**src/rtl/time_pkg.sv**
```systemverilog
// time_pkg: shared time-of-day type, field limits and BCD helper functions
// used by the BCD time-of-day counter and its digit-pair sub-counter.
package time_pkg;

    typedef struct packed {
        logic [7:0] hh;
        logic [7:0] mm;
        logic [7:0] ss;
    } bcd_time_t;

    localparam logic [7:0] SEC_MAX = 8'h59;
    localparam logic [7:0] MIN_MAX = 8'h59;
    localparam logic [7:0] HR_MAX  = 8'h23;

    // A field is acceptable when both nibbles are decimal digits and the value
    // does not exceed the field maximum. Once both nibbles are decimal, packed
    // BCD orders exactly like the decimal value, so a plain compare is enough.
    function automatic logic bcd_ok(input logic [7:0] val, input logic [7:0] max_val);
        return (val[3:0] <= 4'd9) && (val[7:4] <= 4'd9) && (val <= max_val);
    endfunction

    // Next BCD value of a two-digit field that wraps to 00 after max_val.
    function automatic logic [7:0] bcd_next(input logic [7:0] val, input logic [7:0] max_val);
        logic [7:0] nxt;
        if (val == max_val) begin
            nxt = 8'h00;
        end else if (val[3:0] == 4'd9) begin
            nxt = {val[7:4] + 4'd1, 4'd0};
        end else begin
            nxt = {val[7:4], val[3:0] + 4'd1};
        end
        return nxt;
    endfunction

endpackage

```
**src/rtl/bcd_digit_cnt.sv**
```systemverilog
// bcd_digit_cnt: one two-digit BCD field (seconds, minutes or hours).
// Loads a value, or counts up on inc and wraps after max_val, flagging
// the wrap on carry in the same cycle as the incrementing request.
module bcd_digit_cnt
    import time_pkg::*;
#(
    parameter logic [7:0] RST_VAL = 8'h00
) (
    input  logic       clk,
    input  logic       rst,
    input  logic       inc,
    input  logic       load,
    input  logic [7:0] load_val,
    input  logic [7:0] max_val,
    output logic [7:0] value,
    output logic       carry
);

    assign carry = inc && (value == max_val);

    // Field register: reset, then load, then count, in that priority.
    always_ff @(posedge clk) begin
        if (rst) begin
            value <= RST_VAL;
        end else if (load) begin
            value <= load_val;
        end else if (inc) begin
            value <= bcd_next(value, max_val);
        end
    end

endmodule

```
**src/rtl/bcd_time_cnt.sv**
```systemverilog
// bcd_time_cnt: BCD time-of-day counter (hh:mm:ss) driven by a hundredths
// tick from an upstream prescaler, with a validated parallel load.
// Optional alarm feature is enabled by defining BCD_TIME_ALARM_EN.
module bcd_time_cnt
    import time_pkg::*;
#(
    parameter int         TICKS_PER_SEC = 100,
    parameter logic [7:0] RST_HH        = 8'h12
) (
    input  logic       clk,
    input  logic       rst,
    input  logic       tick_in,
    input  logic       set_vld,
    input  logic [7:0] set_hh,
    input  logic [7:0] set_mm,
    input  logic [7:0] set_ss,
    output logic [7:0] hh,
    output logic [7:0] mm,
    output logic [7:0] ss,
    output logic       sec_p,
    output logic       day_p,
    output logic       set_err
`ifdef BCD_TIME_ALARM_EN
    ,
    input  logic       alm_wr,
    input  logic [7:0] alm_hh,
    input  logic [7:0] alm_mm,
    input  logic       alm_on,
    output logic       alarm_p
`endif
);

    localparam logic [7:0] SUB_LAST = 8'(TICKS_PER_SEC - 1);

    logic [7:0] sub_cnt;
    bcd_time_t  set_time;
    logic       set_ok;
    logic       sec_strobe;
    logic       adv;
    logic       ss_carry;
    logic       mm_carry;
    logic       hh_carry;

    assign set_time   = {set_hh, set_mm, set_ss};
    assign set_ok     = set_vld && bcd_ok(set_time.hh, HR_MAX)
                                && bcd_ok(set_time.mm, MIN_MAX)
                                && bcd_ok(set_time.ss, SEC_MAX);
    assign sec_strobe = tick_in && (sub_cnt == SUB_LAST);
    // A valid load wins over a coincident second; a rejected load does not block it.
    assign adv        = sec_strobe && !set_ok;

    // Hundredths prescaler: cleared by a valid load, wraps on the second strobe.
    always_ff @(posedge clk) begin
        if (rst) begin
            sub_cnt <= 8'd0;
        end else if (set_ok) begin
            sub_cnt <= 8'd0;
        end else if (tick_in) begin
            sub_cnt <= (sub_cnt == SUB_LAST) ? 8'd0 : sub_cnt + 8'd1;
        end
    end

    bcd_digit_cnt #(.RST_VAL(8'h00)) u_ss (
        .clk      (clk),
        .rst      (rst),
        .inc      (adv),
        .load     (set_ok),
        .load_val (set_time.ss),
        .max_val  (SEC_MAX),
        .value    (ss),
        .carry    (ss_carry)
    );

    bcd_digit_cnt #(.RST_VAL(8'h00)) u_mm (
        .clk      (clk),
        .rst      (rst),
        .inc      (ss_carry),
        .load     (set_ok),
        .load_val (set_time.mm),
        .max_val  (MIN_MAX),
        .value    (mm),
        .carry    (mm_carry)
    );

    bcd_digit_cnt #(.RST_VAL(RST_HH)) u_hh (
        .clk      (clk),
        .rst      (rst),
        .inc      (mm_carry),
        .load     (set_ok),
        .load_val (set_time.hh),
        .max_val  (HR_MAX),
        .value    (hh),
        .carry    (hh_carry)
    );

    // Status pulses, registered so they line up with the updated time.
    always_ff @(posedge clk) begin
        if (rst) begin
            sec_p   <= 1'b0;
            day_p   <= 1'b0;
            set_err <= 1'b0;
        end else begin
            sec_p   <= adv;
            day_p   <= hh_carry;
            set_err <= set_vld && !set_ok;
        end
    end

`ifdef BCD_TIME_ALARM_EN
    logic [7:0] alm_hh_q;
    logic [7:0] alm_mm_q;
    bcd_time_t  next_time;
    logic       alm_match;

    // The alarm fires only on a minute boundary reached by counting, so the
    // next time is derived from the carries rather than from a load.
    assign next_time.ss = 8'h00;
    assign next_time.mm = bcd_next(mm, MIN_MAX);
    assign next_time.hh = mm_carry ? bcd_next(hh, HR_MAX) : hh;
    assign alm_match    = ss_carry && (next_time.hh == alm_hh_q)
                                   && (next_time.mm == alm_mm_q);

    // Alarm time storage and one-cycle alarm pulse.
    always_ff @(posedge clk) begin
        if (rst) begin
            alm_hh_q <= 8'h00;
            alm_mm_q <= 8'h00;
            alarm_p  <= 1'b0;
        end else begin
            if (alm_wr) begin
                alm_hh_q <= alm_hh;
                alm_mm_q <= alm_mm;
            end
            alarm_p <= alm_on && alm_match;
        end
    end
`endif

endmodule

```
**config.mk**
```make
export PLATFORM = sky130hd
export DESIGN_NAME = bcd_time_cnt
export DESIGN_NICKNAME = d
export VERILOG_FILES = /design/src/rtl/time_pkg.sv /design/src/rtl/bcd_digit_cnt.sv /design/src/rtl/bcd_time_cnt.sv
export SDC_FILE = /design/constraint.sdc
export NUM_CORES = 1
export LEC_CHECK = 0
export ABC_AREA = 1
export CAP_MARGIN = 10
export CORE_AREA = 2 2 74 76
export CTS_CLUSTER_SIZE = 24
export DETAILED_ROUTE_END_ITERATION = 12
export DIE_AREA = 0 0 76 78
export PLACE_DENSITY = 0.84
export SLEW_MARGIN = 0
export SYNTH_ARGS = -nofsm -noshare
export SYNTH_HDL_FRONTEND = slang
export SYNTH_SLANG_ARGS = --single-unit
```
**constraint.sdc**
```tcl
create_clock -name clk -period 1.5 [get_ports clk]
set_input_delay 0.375 -clock clk [delete_from_list [all_inputs] [get_ports clk]]
set_output_delay 0.375 -clock clk [all_outputs]
set_load 0.01 [all_outputs]
```
==> results of run 1 <==
registers in the layout, summed over array words and instances, names as in the netlist:
register,flops
sub_cnt,8
u_hh.value,8
u_mm.value,8
u_ss.value,8
day_p,1
sec_p,1
set_err,1
worst paths after layout:
path	start	to	slack [ps]	cells past startpoint
worst max-delay path	sub_cnt[0]	u_hh.value[7]	-40	11
worst min-delay path	set_vld	set_err	500	4
worst max register to register	sub_cnt[0]	u_hh.value[7]	-40	11
worst min register to register	sub_cnt[3]	sub_cnt[3]	500	2
power by group through the flow:
stage,logic (W),registers [W],clock network (W)
finish,0.000195,0.000942,0.000898
CTS,0.000182,0.000944,0.000898
global route,0.000211,0.000943,0.000945
floorplan,0.0000508,0.000964,0
detailed placement,0.000182,0.000962,0
global placement,0.000179,0.000962,0
layer usage:
metal / wire [um] / up-vias / GRT usage
li1: - / 1253 / -
met1: 2610 / 1184 / 0.2487
met2: 3445 / 129 / 0.4170
met3: 530 / 28 / 0.05000
met4: 288 / 0 / 0.1400
met5: 0 / - / 0
area by class of cell:
class	instances	area [um2]
clock buffers	6	82.58
clock inverters	2	35.03
fillers	386	1488
inverters	45	181.4
multi-input cells	240	1513
flip-flops and latches	35	726.9
well taps	70	87.58
repair buffers	104	928.4
Yosys cell counts:
| library cell | n |
|---|---|
| a21oi_1 | 10 |
| and3_1 | 2 |
| buf_1 | 1 |
| buf_2 | 2 |
| buf_6 | 1 |
| clkbuf_4 | 1 |
| dfxtp_1 | 35 |
| ha_1 | 11 |
| inv_1 | 40 |
| inv_2 | 5 |
| mux2i_1 | 1 |
| nand2_1 | 83 |
| nand2_2 | 2 |
| nand2_4 | 2 |
| nand2_8 | 1 |
| nand3_1 | 40 |
| nand3_2 | 2 |
| nand3_4 | 1 |
| nand3b_1 | 1 |
| nand4_1 | 5 |
| nor2_1 | 34 |
| nor2_2 | 3 |
| nor2_4 | 2 |
| nor3_1 | 6 |
| nor3b_1 | 1 |
| o211ai_1 | 2 |
| o21ai_0 | 11 |
| o21ai_1 | 4 |
| or2_2 | 1 |
| xnor2_1 | 2 |
| xor2_1 | 12 |
stage by stage:
step | utilization | TNS, ps | setup WS, ps
floorplan | - | 0 | 6.306
global placement | 0.6037 | -15630 | -494.5
detailed placement | 0.6037 | -17000 | -553.3
CTS | 0.6866 | -311.3 | -68.83
global route | 0.7050 | -2354 | -138.6
finish | 0.7050 | -137.5 | -37.57
cell families (layout without fill, tap and decap cells):
kind of cell / count (synthesis) / after routing
fa+ha+maj: 11 / 11
mux: 1 / 1
flops: 35 / 35
compound gates: 27 / 27
simple gates: 186 / 187
buf+inv: 50 / 157
xor+xnor: 14 / 14
what timing repair did:
action | 4_1_cts | 5_1_grt
pin swaps | 29 | 27
gates resized for setup | 126 | 34
setup endpoints to repair | 62 | 35
setup buffers | 10 | 4
gates cloned | 2 | 0
tightest hold or removal path, delay by kind of cell:
family                 cells  cell delay [ps]
buffers and inverters      3              350
and+or+nand+nor            1               30
==> flow_metrics.py, run 1 <==
metrics = {
    "status": {
        "status": "complete, but fails checks",
        "violations": "negative setup slack",
    },
    "die": {
        "placement_rows": 26,
        "die_area_um2": 5928,
        "start_util": 0.4325,
        "dieWidth_um": 76,
        "die_h_um": 78,
        "ios": 55,
        "core-area_um2": 5042,
    },
    "cells_and_area": {
        "final_cell_mix": "nand2_1 (70), dlygate4sd2_1 (40), buf_4 (40)",
        "layoutNonFillerInstCount": 502,
        "nets": 470,
        "diodes": 0,
        "finish.instance_area_um2": 3555,
        "layout_commonest_cell": "nand2_1",
        "area_growth_syn_to_layout_pct": 62.99,
        "drive_gt1_frac": 0.3380,
    },
    "synth": {
        "synth_top_family_by_area": "simple AND/OR/NAND/NOR gates",
        "syn_nets": 363,
        "syn_area_per_cell_um2": 6.731,
        "synth_area_leaders": "dfxtp_1 (32%), nand2_1 (14%), nand3_1 (9.2%)",
        "synth_area_um2": 2181,
        "synth-adder-area-share": 0.06311,
        "synth-seq-cells": 35,
        "yosysWarnings": 0,
        "synth.distinct_cells": 31,
        "syn_inst": 324,
        "synth-compound-area-share": 0.06426,
        "synthXorXnorAreaFrac": 0.05622,
        "yosys.area_share.simple": 0.3982,
        "synth_top_area_share": 0.3213,
        "synth-seq-area-share": 0.3213,
        "yosysTopAreaCell": "dfxtp_1",
        "synth.mux.area_fraction": 0.004590,
    },
    "cts": {
        "cts_sinks": 35,
        "cts_buffer_depth": 2,
        "cts-hold-fix-buffers": 0,
        "cts_tree": "yes",
        "clk_latency_ps": 300,
        "clockRootBuffer": "clkbuf_8",
        "clk_pin_slew_ps": 70,
        "numCtsBuffers": 5,
        "htree_levels": 2,
    },
    "detailed_routing": {
        "dr_total_vias": 2594,
        "drtAntennaViolNets": 0,
        "via_per_inst": 5.167,
        "dr.pass1.iters": 5,
        "wl_per_cell_um": 13.69,
        "drcViolationCount": 0,
        "drt_iter0_drc": 226,
        "drt_wl_total_um": 6874,
    },
    "critical_path": {
        "path_cells": "ha_4, nand2_2, nor2_4, nand3_2, nor2_4, nand3_4, nand2_8, nand2_4, nand2_2, nand2_1, nor2_1",
        "critPathMaxFanout": 6,
        "cp_top_family": "simple AND/OR/NAND/NOR gates",
        "timing.critical_path.buf_inv": 0,
        "slowest_delay_ps": 350,
        "critPathKind": "reg2reg",
        "cp.required_ps": 1740,
        "slowest_stage": "dfxtp_2",
        "cp-end-kind": "flop",
        "critPathLaunchType": "flop",
        "arrival_ps": 1780,
    },
    "sta": {
        "rsz0062_at_grt": "true",
        "slew_violations": 0,
        "clock.fmax_ghz": 0.6504,
        "setup_viol_count_final": 7,
        "period_needed_ps": 1538,
        "hold_viol": 0,
        "relSlewSlack": 0.8172,
        "worst_clock_skew_ps": 4.227,
        "worst_pin_slew_ps": 273.5,
        "hold_slack_ps": 496.2,
        "fin_crit_sh": 1.025,
        "setup_slack_ps": -37.57,
    },
    "power_and_ir_drop": {
        "p_int_w": 0.001578,
        "combPwrFrac": 0.096,
        "pwr-share-seq": 0.463,
        "vdd_drop_max_mv": 0.6270,
        "switchingPower_w": 0.0004574,
        "power.total_w": 0.002035,
        "p_leak_nw": 1.875,
        "power_frac_clock": 0.441,
        "swShare": 0.2247,
        "power.density_nw_per_um2": 572.5,
    },
    "place": {
        "hpwlAfterDp_um": 4271,
        "portBuffers": 54,
        "place_inst": 478,
        "postPlaceCellArea_um2": 3044,
        "gp_congestion": 0.9084,
    },
    "worst_hold_path": {
        "hold_path.class": "in2reg",
    },
    "global_routing": {
        "grt_max_degree": 12,
        "grt_pass1_wl_um": 11030,
        "grt_usage": 0.2315,
        "first_global_vias": 2489,
        "grt.overflow.total": 0,
        "antenna_found_initial": 0,
    },
    "job": {
        "maxCapViolations": 0,
    },
}
Power figures use the tool's default switching activity.
==> inputs of run 2 (changes only) <==
--- a/config.mk
+++ b/config.mk
@@ -6,12 +6,16 @@
 export NUM_CORES = 1
 export LEC_CHECK = 0
 export ABC_AREA = 1
+export ABC_CLOCK_PERIOD_IN_PS = 1500
 export CAP_MARGIN = 10
-export CORE_AREA = 2 2 74 76
+export CELL_PAD_IN_SITES_DETAIL_PLACEMENT = 1
+export CELL_PAD_IN_SITES_GLOBAL_PLACEMENT = 1
+export CORE_AREA = 2 2 78 80
 export CTS_CLUSTER_SIZE = 24
 export DETAILED_ROUTE_END_ITERATION = 12
-export DIE_AREA = 0 0 76 78
-export PLACE_DENSITY = 0.84
+export DIE_AREA = 0 0 80 82
+export DONT_BUFFER_PORTS = 1
+export PLACE_DENSITY = 0.83
 export SLEW_MARGIN = 0
 export SYNTH_ARGS = -nofsm -noshare
 export SYNTH_HDL_FRONTEND = slang
==> flow_metrics.py, run 2 (synthesis gave the netlist of run 1 again) <==
metrics = {
    "cells_and_area": {
        "layout_commonest_cell": "nand2_1",
        "n_fill_cell": 759,
        "nets": 419,
        "multi_input_area_um2": 1409,
        "drive_gt1_frac": 0.2887,
        "finish.instance_area_um2": 2899,
        "diodes": 0,
        "regArea_um2": 705.7,
        "final_cell_mix": "nand2_1 (78), buf_4 (49), nand3_1 (37)",
        "area_growth_syn_to_layout_pct": 32.93,
    },
    "critical_path": {
        "critPathMaxFanout": 5,
        "critPathKind": "reg2reg",
        "slowest_delay_ps": 360,
        "cp_top_family": "simple AND/OR/NAND/NOR gates",
        "slowest_stage": "dfxtp_2",
        "critPathLaunchType": "flop",
        "cp-end-kind": "flop",
        "cp.depth": 9,
        "crit_top_cell": "nor2_4",
        "timing.critical_path.buf_inv": 1,
        "cp.required_ps": 1700,
        "rr_worst_depth": 9,
        "path_cells": "ha_4, nand2_2, nor2_4, nand3_2, nor2_4, nand3_4, buf_6, o21ai_2, a21oi_1",
        "arrival_ps": 1760,
        "r2r_slack_ps": -50,
    },
    "global_routing": {
        "grt.overflow.total": 0,
        "grt_usage": 0.2178,
        "first_global_vias": 2488,
        "grt_pass1_wl_um": 11080,
        "antenna_found_initial": 0,
        "grt_max_degree": 14,
    },
    "sta": {
        "setup_viol_count_final": 8,
        "slew_violations": 0,
        "setup_tns_ps": -179.0,
        "hold_viol": 0,
        "relSlewSlack": 0.7814,
        "clock.fmax_ghz": 0.6434,
        "worst_clock_skew_ps": 12.82,
        "setup_slack_ps": -54.34,
        "rsz0062_at_grt": "true",
        "period_needed_ps": 1554,
        "fin_crit_sh": 1.036,
        "worst_pin_slew_ps": 325.7,
    },
    "die": {
        "die_h_um": 82,
        "placement_rows": 28,
        "ios": 55,
        "start_util": 0.3796,
        "core-area_um2": 5746,
        "die_area_um2": 6560,
        "dieWidth_um": 80,
    },
    "place": {
        "hpwlAfterDp_um": 5090,
        "portBuffers": 0,
        "postPlaceCellArea_um2": 2618,
        "gp_congestion": 0.8138,
    },
    "job": {
        "maxCapViolations": 0,
    },
    "detailed_routing": {
        "drcViolationCount": 0,
        "dr_total_vias": 2309,
        "drt_iter0_drc": 42,
        "dr.pass1.iters": 4,
        "drtAntennaViolNets": 0,
        "via_per_inst": 5.064,
        "drt_wl_total_um": 6911,
        "wl_per_cell_um": 15.16,
    },
    "cts": {
        "cts_buffer_depth": 2,
        "clk_latency_ps": 310,
        "clk_pin_slew_ps": 90,
        "cts_tree": "yes",
        "cts_sinks": 35,
        "numCtsBuffers": 5,
        "htree_levels": 2,
        "clockRootBuffer": "clkbuf_8",
    },
    "status": {
        "status": "complete, but fails checks",
        "violations": "negative setup slack",
    },
    "power_and_ir_drop": {
        "vdd_drop_max_mv": 0.3955,
        "p_leak_nw": 1.481,
        "power.density_nw_per_um2": 608.6,
    },
    "worst_hold_path": {
        "hold_path.class": "in2reg",
        "hold_path_depth": 1,
    },
}
==> run 2: path summary, 6_finish.rpt <==
check	endpoint	start
setup / recovery	u_hh.value[0]	sub_cnt[1]
hold / removal	u_hh.value[2]	rst
setup reg to reg	u_hh.value[0]	sub_cnt[1]
hold reg to reg	sub_cnt[3]	sub_cnt[3]
==> run 2: worst reg2reg max path, delay by kind of cell (launching register included) <==
kind                       cells  cell delay [ps]
buffers and inverters          1              170
adders and majority gates      1              150
AOI/OAI and AO/OA              2              190
DFF                            1              360
and+or+nand+nor                5              590
==> run 2: per-layer routing <==
layer,vias up,GRT usage,share of wire
li1,1139,-,-
met1,1101,0.2280,0.39
met2,61,0.4150,0.52
met3,8,0.06593,0.069
met4,0,0.06949,0.013
met5,-,0,0
==> run 2: final cells by class <==
type	count	area share
Multi-Input combinational cell	240	0.4860
Sequential cell	35	0.2434
Tap cell	75	0.03237
Clock inverter	3	0.006905
Timing Repair Buffer	53	0.1485
Inverter	45	0.05913
Clock buffer	5	0.02374
==> run 2: report_power, final <==
part | internal [W] | leakage, nW | switching (W)
clock network | 0.000323 | 0.0402 | 0.000393
logic | 0.0000453 | 1.16 | 0.0000584
registers | 0.000937 | 0.284 | 0.00000735
==> run 2: what timing repair did <==
action	CTS	global route
gates resized for setup	21	20
setup buffers	4	3
pin swaps	14	12
hold buffers	0	0
setup endpoints to repair	19	24
endpoints found under the hold margin	0	0
gates cloned	1	0
==> run 2: metrics by stage <==
step | total power (W) | util | setup WS (ps) | std cells | hold slack, ps
6_report | 0.001764 | 0.5046 | -54.34 | 456 | 125.7
5_1_grt | 0.001839 | 0.5046 | -138.8 | 456 | 117.4
4_1_cts | 0.001773 | 0.4909 | -118.0 | 453 | 121.2
2_1_floorplan | 0.001015 | - | 6.306 | 324 | 444.1
3_5_place_dp | 0.001053 | 0.4556 | -190.3 | 440 | 450.3
3_3_place_gp | 0.001048 | 0.4556 | -125.5 | 440 | 445.4
